[src/rtl/riscv_fetch_unit.sv]
// Instruction fetch stage: owns the PC, reads a synchronous-read imem, buffers (inst, pc) in a small FIFO.
// Build option FETCH_ALIGN_CHECK_EN: misaligned redirects trap into FAULT and raise sticky align_err.
//
// state    | meaning
// ST_RUN   | issuing word reads whenever a FIFO slot can be reserved
// ST_HALT  | pc word index beyond IMEM_WORDS; no requests, FIFO still drains
// ST_FAULT | misaligned redirect seen (FETCH_ALIGN_CHECK_EN only); held until rst
module riscv_fetch_unit #(
    parameter int          IMEM_AW    = 6,
    parameter int          IMEM_WORDS = 40,
    parameter int          DEPTH      = 2,
    parameter logic [31:0] RESET_PC   = 32'h0
) (
    input  logic               clk,
    input  logic               rst,
    output logic [IMEM_AW-1:0] imem_address0,
    output logic               imem_ce0,
    input  logic [31:0]        imem_q0,
    output logic               inst_valid,
    input  logic               inst_ready,
    output logic [31:0]        inst_data,
    output logic [31:0]        inst_pc,
    input  logic               redirect_valid,
    input  logic [31:0]        redirect_pc,
    output logic               fetch_halt,
    output logic               align_err
);
    localparam int PW = (DEPTH > 1) ? $clog2(DEPTH) : 1;
    localparam int CW = PW + 1;
    localparam int OW = CW + 1;
    localparam logic [OW-1:0] DEPTH_W = OW'(DEPTH);
    localparam logic [29:0]   WORDS_W = 30'(IMEM_WORDS);

`ifdef FETCH_ALIGN_CHECK_EN
    typedef enum logic [1:0] {ST_RUN, ST_HALT, ST_FAULT} state_t;
    logic redirect_mis;
    logic align_err_q;
`else
    typedef enum logic [1:0] {ST_RUN, ST_HALT} state_t;
`endif

    state_t        state_q, state_d;
    logic [31:0]   pc_q, pc_seq;
    logic          inflight_q;
    logic [31:0]   inflight_pc_q;
    logic [31:0]   mem_data [DEPTH];
    logic [31:0]   mem_pc   [DEPTH];
    logic [PW-1:0] rd_ptr_q, wr_ptr_q;
    logic [CW-1:0] count_q;
    logic          pop, push, slot_free, pc_in_range, seq_in_range;

    assign pc_seq        = pc_q + 32'd4;
    // Full 30-bit word index compare so far-out PCs cannot alias into the ROM range.
    assign pc_in_range   = pc_q[31:2] < WORDS_W;
    assign seq_in_range  = pc_seq[31:2] < WORDS_W;
    assign inst_valid    = count_q != '0;
    assign pop           = inst_valid & inst_ready & ~redirect_valid;
    assign push          = inflight_q & ~redirect_valid;
    // A request is only made if its response is guaranteed a slot when it lands.
    assign slot_free     = ({1'b0, count_q} + OW'(inflight_q)) < (DEPTH_W + OW'(pop));
    assign imem_address0 = pc_q[IMEM_AW+1:2];
    assign inst_data     = mem_data[rd_ptr_q];
    assign inst_pc       = mem_pc[rd_ptr_q];
    assign fetch_halt    = state_q == ST_HALT;

`ifdef FETCH_ALIGN_CHECK_EN
    assign redirect_mis = redirect_valid & (redirect_pc[1:0] != 2'b00);
    assign align_err    = align_err_q;

    always_ff @(posedge clk) begin
        if (rst)               align_err_q <= 1'b0;
        else if (redirect_mis) align_err_q <= 1'b1;
    end
`else
    assign align_err = 1'b0;
`endif

    always_ff @(posedge clk) begin
        if (rst) state_q <= ST_RUN;
        else     state_q <= state_d;
    end

    always_comb begin
        state_d  = state_q;
        imem_ce0 = 1'b0;
        case (state_q)
            ST_RUN: begin
                if (!rst && !redirect_valid && pc_in_range && slot_free)
                    imem_ce0 = 1'b1;
                if (imem_ce0 ? !seq_in_range : !pc_in_range)
                    state_d = ST_HALT;
            end
            default: ;
        endcase
        if (redirect_valid) begin
`ifdef FETCH_ALIGN_CHECK_EN
            if (state_q == ST_FAULT || redirect_mis) state_d = ST_FAULT;
            else                                     state_d = ST_RUN;
`else
            state_d = ST_RUN;
`endif
        end
    end

    always_ff @(posedge clk) begin
        if (rst) begin
            pc_q          <= RESET_PC;
            inflight_q    <= 1'b0;
            inflight_pc_q <= '0;
            rd_ptr_q      <= '0;
            wr_ptr_q      <= '0;
            count_q       <= '0;
            for (int i = 0; i < DEPTH; i++) begin
                mem_data[i] <= '0;
                mem_pc[i]   <= '0;
            end
        end else begin
            inflight_q <= imem_ce0;
            if (imem_ce0) begin
                pc_q          <= pc_seq;
                inflight_pc_q <= pc_q;
            end
            if (redirect_valid) begin
                pc_q     <= redirect_pc & ~32'h3;
                rd_ptr_q <= '0;
                wr_ptr_q <= '0;
                count_q  <= '0;
            end else begin
                if (push) begin
                    mem_data[wr_ptr_q] <= imem_q0;
                    mem_pc[wr_ptr_q]   <= inflight_pc_q;
                    wr_ptr_q           <= wr_ptr_q + PW'(1);
                end
                if (pop) rd_ptr_q <= rd_ptr_q + PW'(1);
                count_q <= count_q + CW'(push) - CW'(pop);
            end
        end
    end
endmodule

[config.mk]
export PLATFORM = sky130hd
export DESIGN_NAME = riscv_fetch_unit
export DESIGN_NICKNAME = d
export VERILOG_FILES = /design/src/rtl/riscv_fetch_unit.sv
export SDC_FILE = /design/constraint.sdc
export NUM_CORES = 1
export LEC_CHECK = 0
export BUFFER_PORTS_ARGS = -buffer_cell sky130_fd_sc_hd__buf_4
export CAP_MARGIN = 20
export CORE_AREA = 2 2 146 148
export CTS_BUF_LIST = sky130_fd_sc_hd__clkbuf_4
export DETAILED_ROUTE_END_ITERATION = 7
export DIE_AREA = 0 0 148 150
export MAX_ROUTING_LAYER = met4
export PLACE_DENSITY = 0.58
export SLEW_MARGIN = 20
export SYNTH_ARGS = -nofsm -noshare
export SYNTH_HDL_FRONTEND = slang
export SYNTH_SLANG_ARGS = --single-unit
[constraint.sdc]
create_clock -name clk -period 5.53 [get_ports clk]
set_clock_uncertainty 0.1 [all_clocks]
set_input_delay 0.553 -clock clk [delete_from_list [all_inputs] [get_ports clk]]
set_output_delay 0.553 -clock clk [all_outputs]
set_load 0.03 [all_outputs]
==> results.json <==
{
  "cts_buffer_depth": 2,
  "die_h_um": 150,
  "die_area_mm2": 0.0222,
  "layout_common_cells": "and2_1 (149), buf_4 (141), edfxtp_1 (124)",
  "ios": 142,
  "pwr-share-seq": 0.618,
  "ys_seq_elements": 191,
  "final_antenna_net_count": 0,
  "cp_slowest_stage_delay_ps": 700,
  "layout_commonest_cell": "and2_1",
  "critPathSlowestCell": "dfxtp_2",
  "cp-end-kind": "output pin",
  "switchingPower_w": 0.000663,
  "cp-start-kind": "flip-flop",
  "synth_area_mm2": 0.00817,
  "postPlaceCellArea_mm2": 0.00937,
  "fin_crit_sh": 0.568,
  "cts_hold_buf": 0,
  "synth_edf_count": 124,
  "worst_pin_slew_ps": 969,
  "ir_worst_vdd_mv": 0.137,
  "placementRows": 53,
  "multiInputGateArea_mm2": 0.00290,
  "post_cts_resized": 0,
  "comb_power_share": 0.088,
  "cts_setup_buffers": 0,
  "worstRegToRegCells": 4,
  "grt_pass1_wl_um": 26200,
  "htreeDepth": 4,
  "swShare": 0.258,
  "critPathKind": "flip-flop to output pin",
  "finalInstanceArea_mm2": 0.00967,
  "first_pass_iters": 4,
  "wire_per_inst_um": 16.1,
  "fmax_mhz": 318,
  "holdPathEnd": "pc_q[31]",
  "pwr-share-clk": 0.294,
  "hold_path_class": "input pin to flip-flop",
  "nets": 801,
  "coreArea_mm2": 0.0207,
  "drive_above_1_share": 0.344,
  "rr_startpoint": "inflight_q",
  "rsz0062_at_grt": "no",
  "grtUsageTotal": 0.156,
  "synth-seq-area-share": 0.620,
  "critPathArrivalTime_ps": 2490,
  "drt_iter0_drc": 300,
  "relSlewSlack": 0.353,
  "final-hold-violation-count": 0,
  "dp_hpwl_um": 10300,
  "drv_slew": 0,
  "cp_num_buf_inv": 2,
  "cts_root_buf": "clkbuf_4",
  "antenna_found_initial": 1,
  "synth_area_per_cell_um2": 13.4,
  "status": "finished clean",
  "drc": 0,
  "cts_made_buffers": 17,
  "min_from": "redirect_pc[31]",
  "p_per_area_mw_per_mm2": 266,
  "yosysWarnings": 0,
  "intPower_w": 0.00191,
  "start_util": 0.395,
  "fin_cells": 1018,
  "final-seq-area_mm2": 0.00507,
  "numClockSinks": 191,
  "crit_chain": "buf_4 > mux2_2 > buf_4",
  "gp_congestion": 0.772,
  "cts_tree": "done",
  "r2r-end": "mem_data[1][1]",
  "ys.flop_type": "edfxtp_1",
  "vias_per_cell": 4.83,
  "vias": 4918,
  "power_w": 0.00257,
  "min_period_ps": 3140,
  "portBuffers": 136,
  "synthToLayoutAreaGrowth_pct": 18.4,
  "insertion_delay_ps": 570,
  "required_ps": 4880,
  "syn_inst": 610,
  "leakage_nw": 3.80,
  "whs_path_depth": 3,
  "grt_pass1_vias": 5100,
  "clk_pin_slew_worst_paths_ps": 170,
  "grt_overflow": 0,
  "synth_cell_types": 52,
  "setup_tns_ps": 0,
  "path_delay_family": "buffers and inverters",
  "cp_common_cell": "buf_4",
  "drv_cap": 0,
  "crit_fanout": 42,
  "synthArstFlopShare": 0,
  "dp.cells": 984,
  "die_w_um": 148,
  "hold_ws_ps": 112,
  "reg2reg_slack_ps": 2960,
  "fill_cells": 1911,
  "setup_viol": 0,
  "grt_max_degree": 63,
  "routed_wl_um": 16400
}
==> cell usage after synthesis, types with 2 or more instances <==
master    instances  area, um2
and2_1          149        932
edfxtp_1        124       3720
dfxtp_1          67       1340
mux2_2           62        698
nor2_1           39        146
mux2i_1          32        320
clkbuf_1         28        105
nand2b_1         12       75.1
buf_4             9       67.6
nand3_1           6       30.0
ha_1              5       62.6
a211oi_1          4       30.0
nand4_1           4       25.0
nor3_1            4       20.0
nor4_1            4       25.0
nor4_4            4       85.1
o21bai_1          4       30.0
buf_2             3       15.0
inv_1             3       11.3
nand2_1           3       11.3
o31ai_1           3       22.5
or2_2             3       18.8
xnor2_1           3       26.3
a311oi_1          2       17.5
and3_1            2       12.5
buf_6             2       22.5
clkbuf_8          2       27.5
nand4_4           2       42.5
nor4_2            2       25.0
==> routing by layer <==
metal  vias to the layer above  global-route usage  share of wire
met5                         -                   -              0
met4                         0              0.0457          0.011
met1                      2403               0.194           0.45
met2                       128               0.255           0.48
li1                       2376                   -              -
met3                        11              0.0363          0.057
==> power by group through the flow <==
| stage | sequential (W) | clock (W) | combinational, W |
|---|---|---|---|
| finish | 0.00159 | 0.000754 | 0.000227 |
| CTS | 0.00159 | 0.000783 | 0.000229 |
| floorplan | 0.00161 | 0 | 0.000145 |
| global placement | 0.00162 | 0 | 0.000224 |
| global route | 0.00160 | 0.000841 | 0.000244 |
| detailed placement | 0.00162 | 0 | 0.000229 |
==> worst max-delay path by stage <==
stage / start / endpoint / slack, ps / depth (start not counted)
finish: flip-flop / inst_pc[17] / 2390 / 3
global route: flip-flop / inst_pc[17] / 2200 / 3
CTS: flip-flop / inst_pc[25] / 2280 / 3
detailed placement: redirect_valid / mem_pc[1][20] / 2140 / 6
global placement: redirect_valid / mem_pc[1][16] / 2220 / 6
floorplan: redirect_valid / mem_data[0][0] / 1100 / 4
==> stage by stage <==
step                      utilization  worst slack, ps
after floorplan                     -             1100
after detailed placement        0.453             2140
after global placement          0.453             2220
after global routing            0.467             2200
final                           0.467             2390
after CTS                       0.467             2280
==> tightest hold or removal path, cell delays in order <==
cell and delay, ps:
buf_4 70, mux2i_1 60, nor2_1 70
==> cell families (layout without fill, tap and decap cells) <==
logic type | count (synthesis) | in the layout | share of synthesized area
adders and majority gates | 5 | 5 | 0.00766
DFF | 191 | 191 | 0.620
AOI/OAI and AO/OA | 25 | 25 | 0.0242
xor gates and xnor gates | 4 | 4 | 0.00429
buffers and inverters | 48 | 177 | 0.0310
and+or+nand+nor | 242 | 242 | 0.187
muxes | 94 | 94 | 0.125
other | 1 | 5 | 0.000459
==> final cells by class <==
class                      count  share of cell area
clock buffer                  18              0.0140
timing repair buffer         141               0.109
tap                          275              0.0356
clock inverter                14              0.0154
sequential                   191               0.524
multi-input combinational    373               0.300
antenna                        2            0.000518
inverter                       4             0.00155
==> registers in the layout, summed over array words and instances (netlist names), named ones only <==
name           count
count_q            2
inflight_pc_q     30
mem_data          64
state_q            1
pc_q              30
rd_ptr_q           1
wr_ptr_q           1
mem_pc            60
inflight_q         1
Note: power is estimated with default switching activity, not from simulation.
